===== src/rtl/hw24.sv =====
// Single-clock circular FIFO with registered read data and occupancy-based
// almost-full / almost-empty flags.
module hw24 #(
    parameter int WIDTH    = 8,
    parameter int DEPTH    = 16,
    parameter int AF_LEVEL = 14,
    parameter int AE_LEVEL = 2,
    localparam int PTR_W   = $clog2(DEPTH),
    localparam int CNT_W   = $clog2(DEPTH + 1)
) (
    input  logic             clk,
    input  logic             rst,
    input  logic             wr,
    input  logic             rd,
    input  logic [WIDTH-1:0] din,
    output logic [WIDTH-1:0] dout,
    output logic [PTR_W-1:0] wrptr,
    output logic [PTR_W-1:0] rdptr,
    output logic             almostfull,
    output logic             almostempty
);

    localparam logic [CNT_W-1:0] FULL_CNT  = CNT_W'(DEPTH);
    localparam logic [CNT_W-1:0] EMPTY_CNT = CNT_W'(0);
    localparam logic [CNT_W-1:0] AF_CNT    = CNT_W'(AF_LEVEL);
    localparam logic [CNT_W-1:0] AE_CNT    = CNT_W'(AE_LEVEL);

    logic [WIDTH-1:0] mem_q [DEPTH];

    logic [PTR_W-1:0] wrptr_q, wrptr_d;
    logic [PTR_W-1:0] rdptr_q, rdptr_d;
    logic [CNT_W-1:0] count_q, count_d;
    logic [WIDTH-1:0] dout_q,  dout_d;

    logic full_s;
    logic empty_s;
    logic wr_acc_s;
    logic rd_acc_s;

    // Acceptance: a write into a full buffer is allowed only when a read frees the slot.
    always_comb begin
        full_s   = (count_q == FULL_CNT);
        empty_s  = (count_q == EMPTY_CNT);
        rd_acc_s = rd && !empty_s;
        wr_acc_s = wr && (!full_s || rd);
    end

    // Next-state for pointers, occupancy and read data.
    always_comb begin
        wrptr_d = wrptr_q;
        rdptr_d = rdptr_q;
        dout_d  = dout_q;
        count_d = count_q;

        if (wr_acc_s) begin
            wrptr_d = wrptr_q + PTR_W'(1);
        end else begin
            wrptr_d = wrptr_q;
        end

        if (rd_acc_s) begin
            rdptr_d = rdptr_q + PTR_W'(1);
            dout_d  = mem_q[rdptr_q];
        end else begin
            rdptr_d = rdptr_q;
            dout_d  = dout_q;
        end

        case ({wr_acc_s, rd_acc_s})
            2'b10:   count_d = count_q + CNT_W'(1);
            2'b01:   count_d = count_q - CNT_W'(1);
            2'b11:   count_d = count_q;
            2'b00:   count_d = count_q;
            default: count_d = count_q;
        endcase
    end

    // Control state with synchronous reset; reset wins over any request.
    always_ff @(posedge clk) begin
        if (rst) begin
            wrptr_q <= {PTR_W{1'b0}};
            rdptr_q <= {PTR_W{1'b0}};
            count_q <= {CNT_W{1'b0}};
            dout_q  <= {WIDTH{1'b0}};
        end else begin
            wrptr_q <= wrptr_d;
            rdptr_q <= rdptr_d;
            count_q <= count_d;
            dout_q  <= dout_d;
        end
    end

    // Storage array; contents survive reset, only the write is suppressed.
    always_ff @(posedge clk) begin
        if (wr_acc_s && !rst) begin
            mem_q[wrptr_q] <= din;
        end
    end

    // Flags follow the registered occupancy.
    always_comb begin
        almostfull  = (count_q >= AF_CNT);
        almostempty = (count_q <= AE_CNT);
    end

    assign dout  = dout_q;
    assign wrptr = wrptr_q;
    assign rdptr = rdptr_q;

endmodule


===== config.mk =====
export PLATFORM = sky130hd
export DESIGN_NAME = hw24
export DESIGN_NICKNAME = d
export VERILOG_FILES = /design/src/rtl/hw24.sv
export SDC_FILE = /design/constraint.sdc
export NUM_CORES = 1
export LEC_CHECK = 0
export ABC_AREA = 1
export CAP_MARGIN = 20
export CORE_MARGIN = 5
export CORE_UTILIZATION = 40
export DETAILED_ROUTE_END_ITERATION = 10
export PLACE_DENSITY = 0.63
export SLEW_MARGIN = 20
export SYNTH_ARGS = -nofsm -noshare
export SYNTH_HDL_FRONTEND = slang
export SYNTH_SLANG_ARGS = --single-unit
export TNS_END_PERCENT = 100

===== constraint.sdc =====
create_clock -name clk -period 2.6 [get_ports clk]
set_input_delay 0.52 -clock clk [delete_from_list [all_inputs] [get_ports clk]]
set_output_delay 0.52 -clock clk [all_outputs]
set_load 0.05 [all_outputs]

==> results.md, run 1 <==
- Clock sinks: 149
- Final Cycle Share: 92.61%
- Initial antenna violation count: 0
- Slew @ Worst Pin: 0.7644 ns
- Global placer's final weighted congestion: 0.8556
- Crit Reg-Reg Endpoint: count_q[4]
- Top_reg_cell synth: edfxtp_1
- R2r startpoint: count_q[0]
- Skew-Pair Late Insertion Delay: 0.42 ns
- Distinct cells, synth: 25
- Lkg Pwr: 0.003300 uW
- Hold Path Sink: wrptr[3]
- # resized after CTS: 0
- Clock Pin Slew Worst Setup and Hold Paths: 0.06 ns
- Antenna-violating nets left: 0
- Synth cell count leaders: 221 x nand2_1, 128 x edfxtp_1, 103 x nand3_1
- Slowest stage cell, crit path: clkdlybuf4s50_1
- Avg WL per Cell: 15.84 um
- Syn Nets: 699
- Final setup viols: 0
- Post-synthesis mux area share: 0%
- R2R setup slack: 0.45 ns
- Outcome: finished, final reports clean
- Row cnt: 47
- Slew headroom: 48.88%
- H-tree depth: 4
- DRT Pass-1 Iters: 5
- Area delta synth->final: 18.56%
- Most common cell in the netlist: nand2_1
- Via density per instance: 4.865
- DR vias: 4,636
- Synthesis-stage register bit count: 149
- Final Max Tran Viols: 0
- Worst endpoint required time: 2.08 ns
- CTS Buffer Depth: 2
- Hold path depth: 2
- CTS tree: yes
- Die area: 19,230 um^2
- Chip height: 138.7 um
- Hold_buf cts: 0
- Synth Area in Compound Gates: 1.568%
- Crit-path max cell delay: 0.80 ns
- Worst Skew: 0.007303 ns
- RSZ-0062 raised after global routing: false
- Layout cells sized above 1: 8.186%
- Cells on worst reg2reg path: 15
- Synth Area per Inst: 9.766 um^2
- DRC viols: 0
- First-pass GRT wire length: 24,090 um
- Global route overflow: 0
- Peak supply drop: 0.7749 mV
- Max_cap viols: 0
- Core Footprint: 16,410 um^2
- Netlist Area Pre-Place: 6621 um^2
- Initial core utilization: 40.36%
- P per Cell Area: 966.9 nW/um^2
- Critical path data arrival time: 1.89 ns
- EDFF count, synth: 128
- Layout net count: 743
- Pin count of the biggest net entering global routing: 52
- Peak fanout along the critical path: 6
- Xor/xnor share of the synthesized area: 0.7937%
- WP buf/inv: 1
- I/O Buffers: 29
- Post-CTS Setup Inserts: 0
- Post-Route WL: 15,090 um
- Simple-gate share of the synthesized area: 23.28%
- Crit Path Class: reg -> out
- Ys async rst share: 0%
- Critical Path Source Type: flip-flop
- Number of global-route vias before repair: 4,512
- Largest cells by area after synthesis: edfxtp_1 58%, nand2_1 13%, nand3_1 7.8%
- Fmax: 415.3 MHz
- Synth warn: 0
- DPL Wire Length: 9533 um
- CP top delay family: buffers and inverters
- Hold Vio Cnt, Final: 0
- Setup TNS: 0 ns
- Worst hold start: wrptr[3]
- Drt initial violations: 320
- FILL cells: 1,505
- GRT Total Usage: 16.08%
- Num ports: 30
- CTS Buf Count: 17
- Crit. End Element: primary output
- Crit path time final: 2.408 ns
- Die Wd: 138.7 um
- Setup ws final: 0.1923 ns
- Syn Inst Count: 678
- Worst Hold Class: reg -> reg
- Root Driver: clkbuf_16
- Main combinational cell family by area after synthesis: simple AND/OR/NAND/NOR gates
- Cell Chain, Critical Path: nand3_1, nand2_1, clkdlybuf4s50_1
- Top cell type's share of synthesized area: 58.05%
- Post-synthesis sequential area ratio: 64.40%
- Yosys top cell by area: edfxtp_1
- Number of diodes: 0
- Synth Area in Adders: 1.701%
- Place WS: 0.01695 ns
==> stage by stage <==
stage	cell area [um^2]	hold slack (ns)	util [%]	cells	power, uW
6_report	7850	0.5314	47.85	953	7590
5_1_grt	7850	0.5575	47.85	953	7984
2_1_floorplan	6628	0.4948	-	678	4437
3_5_place_dp	7233	0.5176	44.09	923	5070
3_3_place_gp	7233	0.5249	44.09	923	5036
4_1_cts	7848	0.5342	47.83	953	7642
==> cell families (layout without fill, tap and decap cells) <==
kind of cell,after synthesis,in the layout
simple gates,368,368
flops,149,149
buf+inv,127,182
compound gates,19,19
fa+ha+maj,9,9
xor+xnor,6,6
==> registers in the layout (all words and copies together), names as in the netlist <==
signal and cells:
dout 8, wrptr 4, rdptr 4, count_q 5
mem_q 128
==> worst max-delay path by stage <==
stage	startpoint	to	slack, ns	depth (start not counted)
floorplan	rd	count_q[4]	0.42	15
global route	count_q[2]	almostfull	0.11	3
global placement	rd	count_q[4]	0.12	15
finish	count_q[2]	almostfull	0.19	3
detailed placement	rd	count_q[4]	0.02	15
CTS	count_q[1]	almostempty	0.008	2
==> area by class of cell <==
class | instances | area (um^2) | share of cell area [%]
multi-input cells | 402 | 1817 | 23.14
repair buffers | 56 | 518.0 | 6.599
clock inverters | 13 | 188.9 | 2.407
inverters | 96 | 360.3 | 4.590
well taps | 220 | 275.3 | 3.507
flip-flops and latches | 149 | 4265 | 54.34
clock buffers | 17 | 425.4 | 5.419
==> worst register-to-register path: stages, from the launching register on <==
cell,delay [ns]
dfxtp_1,0.47
nor2_1,0.11
nand3_1,0.11
nand2_2,0.09
inv_1,0.08
ha_1,0.27
xor2_1,0.23
ha_1,0.18
inv_1,0.04
nand2_1,0.08
nand3_1,0.10
nand2_1,0.07
nand2_1,0.04
nand2_1,0.05
nand2_1,0.04
a21oi_1,0.12
==> per-layer routing <==
layer | track usage [%] | part of all wire [%] | vias up
met5 | 0 | 0 | -
met4 | 4.480 | 1.4 | 0
met3 | 4.310 | 4.7 | 18
met2 | 27.06 | 49 | 115
met1 | 20.63 | 45 | 2213
li1 | - | - | 2290
==> power breakdown <==
group | internal (uW) | leakage, uW | switching (uW)
combinational | 688 | 0.00167 | 1480
sequential | 2720 | 0.00133 | 136
clock | 1670 | 0.000301 | 898
total | 5080 | 0.00330 | 2510
==> layout by cell type (no fill, tap or decap), types with 4 or more instances in the layout <==
cell / n
nand2_1: 221
clkinv_2: 4
nand3_1: 103
nor3_1: 17
ha_1: 9
clkbuf_16: 17
inv_1: 91
clkinv_1: 6
xor2_1: 5
o21ai_0: 7
nor2_1: 24
bufinv_16: 5
clkdlybuf4s50_1: 27
dfxtp_1: 20
a21oi_1: 9
edfxtp_1: 128
buf_4: 26
Power figures use the tool's default switching activity.
==> inputs of run 2 (changes only) <==
--- a/config.mk
+++ b/config.mk
@@ -9,8 +9,10 @@
 export CAP_MARGIN = 20
 export CORE_MARGIN = 5
 export CORE_UTILIZATION = 40
+export CTS_BUF_LIST = sky130_fd_sc_hd__clkbuf_2 sky130_fd_sc_hd__clkbuf_4 sky130_fd_sc_hd__clkbuf_8
 export DETAILED_ROUTE_END_ITERATION = 10
 export PLACE_DENSITY = 0.63
+export RECOVER_POWER = 50
 export SLEW_MARGIN = 20
 export SYNTH_ARGS = -nofsm -noshare
 export SYNTH_HDL_FRONTEND = slang
==> results.md, run 2 (synthesized netlist as in run 1, its figures left out) <==
- R2R setup slack: 0.40 ns (was 0.45 ns)
- Drt initial violations: 368 (was 320)
- Layout net count: 743 (unchanged)
- Peak supply drop: 0.5916 mV (was 0.7749 mV)
- M2 GR Usage: 26.18% (was 27.06%)
- Switch share: 34.97% (was 33.09%)
- Setup TNS: 0 ns (unchanged)
- CP top delay family: buffers and inverters (unchanged)
- Crit. End Element: primary output (unchanged)
- Layout cells sized above 1: 7.094% (was 8.186%)
- Pin count of the biggest net entering global routing: 52 (unchanged)
- Final Max Tran Viols: 0 (unchanged)
- Post-Route WL: 14,920 um (was 15,090 um)
- WP buf/inv: 1 (unchanged)
- Avg WL per Cell: 15.66 um (was 15.84 um)
- Antenna-violating nets left: 0 (unchanged)
- WP depth: 1 (was 3)
- Hold Path Sink: wrptr[3] (unchanged)
- Initial antenna violation count: 0 (unchanged)
- Clock sinks: 149 (unchanged)
- Hold Vio Cnt, Final: 0 (unchanged)
- Net Switching: 2420 uW (was 2511 uW)
- Slowest stage cell, crit path: clkdlybuf4s50_1 (unchanged)
- Clock Pin Slew Worst Setup and Hold Paths: 0.07 ns (was 0.06 ns)
- Die area: 19,230 um^2 (unchanged)
- Area delta synth->final: 15.27% (was 18.56%)
- Die Wd: 138.7 um (unchanged)
- Critical Path Source Type: flip-flop (unchanged)
- Top reg by flops: mem_q (unchanged)
- RSZ-0062 raised after global routing: false (unchanged)
- Max reg flops: 128 (unchanged)
- Gate power share: 31.1% (was 28.5%)
- Worst endpoint required time: 2.08 ns (about the same)
- Row cnt: 47 (unchanged)
- Sequential power share: 41.1% (was 37.6%)
- Cell Chain, Critical Path: clkdlybuf4s50_1 (was nand3_1, nand2_1, clkdlybuf4s50_1)
- Post-CTS Setup Inserts: 0 (unchanged)
- Hold_buf cts: 0 (unchanged)
- Crit-path max cell delay: 0.89 ns (was 0.80 ns)
- Worst hold start: wrptr[3] (unchanged)
- DRT Pass-1 Iters: 5 (unchanged)
- DR vias: 4,619 (was 4,636)
- Total power: 6921 uW (was 7590 uW)
- Number of diodes: 0 (unchanged)
- P per Cell Area: 906.8 nW/um^2 (was 966.9 nW/um^2)
- Core Footprint: 16,410 um^2 (unchanged)
- Outcome: finished, final reports clean (unchanged)
- Crit Reg-Reg Endpoint: dout[2] (was count_q[4])
- CTS Buffer Depth: 2 (unchanged)
- Number of global-route vias before repair: 4,467 (was 4,512)
- Skew-Pair Late Insertion Delay: 0.44 ns (was 0.42 ns)
- # resized after CTS: 1 (was 0)
- Global placer's final weighted congestion: 0.8556 (unchanged)
- R2r startpoint: rdptr[0] (was count_q[0])
- Via density per instance: 4.847 (was 4.865)
- Max_cap viols: 0 (unchanged)
- Worst Hold Class: reg -> reg (unchanged)
- Most common cell after layout, fill and taps aside: nand2_1 (unchanged)
- Crit Path Class: reg -> out (unchanged)
- Placed Instances: 923 (unchanged)
- Non-filler cells, final: 953 (unchanged)
- Initial core utilization: 40.36% (unchanged)
- Global route overflow: 0 (unchanged)
- Chip height: 138.7 um (unchanged)
- DRC viols: 0 (unchanged)
- Slew headroom: 41.02% (was 48.88%)
- First-pass GRT wire length: 23,890 um (was 24,090 um)
- Internal power: 4501 uW (was 5079 uW)
- Cells on worst reg2reg path: 9 (was 15)
- Root Driver: clkbuf_8 (was clkbuf_16)
- CTS tree: yes (unchanged)
- Worst Skew: 0.01370 ns (was 0.007303 ns)
- Final setup viols: 0 (unchanged)
- CTS Buf Count: 17 (unchanged)
- Num ports: 30 (unchanged)
- Fmax: 406.9 MHz (was 415.3 MHz)
- Global routing usage on met3: 3.862% (was 4.310%)
- GRT Total Usage: 15.92% (was 16.08%)
- Slew @ Worst Pin: 0.8847 ns (was 0.7644 ns)
- DPL Wire Length: 9533 um (unchanged)
- I/O Buffers: 29 (unchanged)
- Met1 usage: 20.76% (was 20.63%)
- Critical path data arrival time: 1.94 ns (was 1.89 ns)
- Busiest layer in global routing: met2 (unchanged)
- Peak fanout along the critical path: 12 (was 6)
- FILL cells: 1,538 (was 1,505)
- Final Cycle Share: 94.53% (was 92.61%)
- Hold path depth: 2 (unchanged)
- Clock power share: 27.8% (was 33.9%)
- Crit path time final: 2.458 ns (was 2.408 ns)
- H-tree depth: 4 (unchanged)
- Lkg Pwr: 0.003186 uW (was 0.003300 uW)
- Commonest non-fill, non-tap cells in the layout: 221 x nand2_1, 128 x edfxtp_1, 103 x nand3_1 (unchanged)
==> run 2: cell count changes in the layout (fill, tap and decap cells not counted), sizes merged <==
| cell | previous run | this run |
|---|---|---|
| clkdlybuf4s50 | 27 | 19 |
| dlygate4sd3 | 0 | 8 |
| buf | 28 | 22 |
| clkbuf | 17 | 23 |
| dlygate4sd2 | 0 | 1 |
| dlymetal6s2s | 1 | 0 |
==> run 2: worst max-delay path by stage <==
stage,startpoint,end,slack (ns)
3_3_place_gp,rd,count_q[4],0.12
3_5_place_dp,rd,count_q[4],0.02
4_1_cts,count_q[2],almostfull,0.13
2_1_floorplan,rd,count_q[4],0.42
6_report,rdptr[0],rdptr[0],0.14
5_1_grt,count_q[2],almostfull,0.06
==> run 2: area by class of cell <==
| class | instances | area (um^2) | share of cell area, % |
|---|---|---|---|
| clock inverter | 13 | 188.9 | 2.475 |
| inverter | 96 | 360.3 | 4.721 |
| multi-input combinational | 402 | 1817 | 23.80 |
| timing repair buffer | 56 | 493.0 | 6.459 |
| sequential | 149 | 4264 | 55.87 |
| clock buffer | 17 | 234.0 | 3.066 |
| tap | 220 | 275.3 | 3.607 |
==> run 2: per-layer routing <==
layer	share of wire, %	up-vias	routed length [um]
li1	-	2285	-
met3	5.4	23	800
met2	49	106	7269
met1	44	2205	6586
met4	1.8	0	267
met5	0	-	0
==> run 2: stage by stage <==
| stage | area [um^2] | worst slack (ns) | util (%) | hold slack, ns |
|---|---|---|---|---|
| after floorplan | 6628 | 0.4223 | - | 0.4948 |
| after global placement | 7233 | 0.1232 | 44.09 | 0.5249 |
| after detailed placement | 7233 | 0.01695 | 44.09 | 0.5176 |
| after CTS | 7655 | 0.1347 | 46.66 | 0.5369 |
| after global routing | 7632 | 0.06075 | 46.52 | 0.5609 |
| final | 7632 | 0.1423 | 46.52 | 0.5312 |
==> run 2: tightest hold or removal path, cell delays in order, from the launching register on <==
cell     delay, ns
dfxtp_1       0.35
nand2_1       0.08
a21oi_1       0.06
==> run 2: power by group through the flow <==
stage | clock network (uW) | registers [uW] | logic (uW)
after detailed placement | 0 | 2900 | 2170
after global routing | 2080 | 2860 | 2390
after global placement | 0 | 2900 | 2140
final | 1930 | 2850 | 2150
after CTS | 1970 | 2850 | 2170
after floorplan | 0 | 3090 | 1350
==> inputs of run 3 (changes only) <==
--- a/config.mk
+++ b/config.mk
@@ -12,7 +12,7 @@
 export CTS_BUF_LIST = sky130_fd_sc_hd__clkbuf_2 sky130_fd_sc_hd__clkbuf_4 sky130_fd_sc_hd__clkbuf_8
 export DETAILED_ROUTE_END_ITERATION = 10
 export PLACE_DENSITY = 0.63
-export RECOVER_POWER = 50
+export RECOVER_POWER = 100
 export SLEW_MARGIN = 20
 export SYNTH_ARGS = -nofsm -noshare
 export SYNTH_HDL_FRONTEND = slang
==> results.md, run 3 (synthesized netlist as in run 1, its figures left out) <==
- Outcome: finished, final reports clean (unchanged)
- Row cnt: 47 (unchanged)
- Peak supply drop: 0.5927 mV (was 0.5916 mV)
- CTS tree: yes (unchanged)
- Initial antenna violation count: 0 (unchanged)
- DRC viols: 0 (unchanged)
- Avg WL per Cell: 15.63 um (was 15.66 um)
- Critical Path Source Type: flip-flop (unchanged)
- CP endpoint: rdptr[0] (unchanged)
- Setup TNS: 0 ns (unchanged)
- Critical path data arrival time: 1.95 ns (was 1.94 ns)
- Hold_buf cts: 0 (unchanged)
- I/O Buffers: 29 (unchanged)
- Crit path time final: 2.470 ns (was 2.458 ns)
- Most common cell after layout, fill and taps aside: nand2_1 (unchanged)
- CTS Buf Count: 17 (unchanged)
- Chip height: 138.7 um (unchanged)
- R2R setup slack: 0.29 ns (was 0.40 ns)
- Peak fanout along the critical path: 12 (unchanged)
- Layout cells sized above 1: 5.321% (was 7.094%)
- Initial core utilization: 40.36% (unchanged)
- WP buf/inv: 1 (unchanged)
- GRT Total Usage: 15.92% (unchanged)
- Slew @ Worst Pin: 0.8885 ns (was 0.8847 ns)
- Cell Area, Placed: 7233 um^2 (unchanged)
- Commonest non-fill, non-tap cells in the layout: 222 x nand2_1, 128 x edfxtp_1, 103 x nand3_1 (was 221 x nand2_1, 128 x edfxtp_1, 103 x nand3_1)
- Place WS: 0.01695 ns (unchanged)
- H-tree depth: 4 (unchanged)
- Skew-Pair Late Insertion Delay: 0.45 ns (was 0.44 ns)
- Layout net count: 743 (unchanged)
- Crit Reg-Reg Endpoint: count_q[3] (was dout[2])
- Via density per instance: 4.880 (was 4.847)
- Clock Pin Slew Worst Setup and Hold Paths: 0.07 ns (about the same)
- R2r startpoint: count_q[0] (was rdptr[0])
- Cell Chain, Critical Path: clkdlybuf4s50_1 (unchanged)
- Global placer's final weighted congestion: 0.8556 (unchanged)
- CP top delay family: buffers and inverters (unchanged)
- Area delta synth->final: 14.46% (was 15.27%)
- Max reg flops: 128 (unchanged)
- CTS Buffer Depth: 2 (unchanged)
- Slew headroom: 40.77% (was 41.02%)
- # resized after CTS: 1 (unchanged)
- WP depth: 1 (unchanged)
- Cell area after layout: 7579 um^2 (was 7632 um^2)
- Pin count of the biggest net entering global routing: 52 (unchanged)
- Worst Skew: 0.01354 ns (was 0.01370 ns)
- Worst endpoint required time: 2.08 ns (about the same)
- Hold path depth: 2 (unchanged)
- P per Cell Area: 906.5 nW/um^2 (was 906.8 nW/um^2)
- Final Max Tran Viols: 0 (unchanged)
- Num ports: 30 (unchanged)
- DR vias: 4,651 (was 4,619)
- Number of diodes: 0 (unchanged)
- CP Launch Point: rdptr[0] (unchanged)
- Antenna-violating nets left: 0 (unchanged)
- Slowest stage cell, crit path: clkdlybuf4s50_1 (unchanged)
- Crit-path max cell delay: 0.89 ns (about the same)
- Max_cap viols: 0 (unchanged)
- Die Wd: 138.7 um (unchanged)
- Cells on worst reg2reg path: 14 (was 9)
- DRT Pass-1 Iters: 6 (was 5)
- Worst Hold Class: reg -> reg (unchanged)
- Number of global-route vias before repair: 4,467 (unchanged)
- Final Cycle Share: 95.00% (was 94.53%)
- Setup ws final: 0.1300 ns (was 0.1423 ns)
- Crit. End Element: primary output (unchanged)
- Fmax: 404.9 MHz (was 406.9 MHz)
- Die area: 19,230 um^2 (unchanged)
- Final setup viols: 0 (unchanged)
- Drt initial violations: 385 (was 368)
- Top reg by flops: mem_q (unchanged)
- Lkg Pwr: 0.003173 uW (was 0.003186 uW)
- RSZ-0062 raised after global routing: false (unchanged)
- Crit Path Class: reg -> out (unchanged)
- Core Footprint: 16,410 um^2 (unchanged)
- Post-CTS Setup Inserts: 0 (unchanged)
- Global route overflow: 0 (unchanged)
- Post-Route WL: 14,890 um (was 14,920 um)
- Hold Vio Cnt, Final: 0 (unchanged)
- Root Driver: clkbuf_8 (unchanged)
- DPL Wire Length: 9533 um (unchanged)
- Clock sinks: 149 (unchanged)
- First-pass GRT wire length: 23,890 um (unchanged)
[run 3: cell types whose count changed in the layout (fill, tap and decap cells not counted), sizes merged]
cell           previous run  this run
clkdlybuf4s50            19         5
dlygate4sd3               8        22
buf                      22         9
clkbuf                   23        36
[run 3: final cells by class]
| type | instances | area (um^2) |
|---|---|---|
| inverter | 96 | 360.3 |
| multi-input combinational | 402 | 1809 |
| clock inverter | 13 | 188.9 |
| fill | 1552 | 8828 |
| timing repair buffer | 56 | 446.7 |
| tap | 220 | 275.3 |
| sequential | 149 | 4264 |
| clock buffer | 17 | 234.0 |
[run 3: how the worst min path moves through the flow]
stage                          start         end  slack, ns
final                       wrptr[3]    wrptr[3]       0.53
after global routing        wrptr[3]    wrptr[3]       0.56
after CTS                   wrptr[3]    wrptr[3]       0.54
after detailed placement    wrptr[3]    wrptr[3]       0.52
after global placement      wrptr[3]    wrptr[3]       0.52
after floorplan           count_q[4]  count_q[4]       0.49
[run 3: where the power goes]
| group | internal, uW | switching, uW | total, uW |
|---|---|---|---|
| Sequential | 2710 | 125 | 2840 |
| Clock | 1110 | 813 | 1930 |
| Combinational | 638 | 1470 | 2100 |
| Total | 4460 | 2410 | 6870 |
[run 3: routing by layer]
layer | routed length [um] | global-route usage, % | part of all wire (%) | vias up
li1 | - | - | - | 2291
met1 | 6609 | 20.76 | 44 | 2214
met2 | 7222 | 26.18 | 48 | 122
met3 | 783 | 3.862 | 5.3 | 24
met4 | 275 | 5.458 | 1.8 | 0
met5 | 0 | 0 | 0 | -
[run 3: through the flow]
step / hold slack [ns] / power [uW] / util [%] / std cells
after global placement: 0.5249 / 5036 / 44.09 / 923
after detailed placement: 0.5176 / 5070 / 44.09 / 923
after global routing: 0.5582 / 7285 / 46.19 / 953
final: 0.5320 / 6870 / 46.19 / 953
after CTS: 0.5369 / 6985 / 46.66 / 953
after floorplan: 0.4948 / 4437 / - / 678
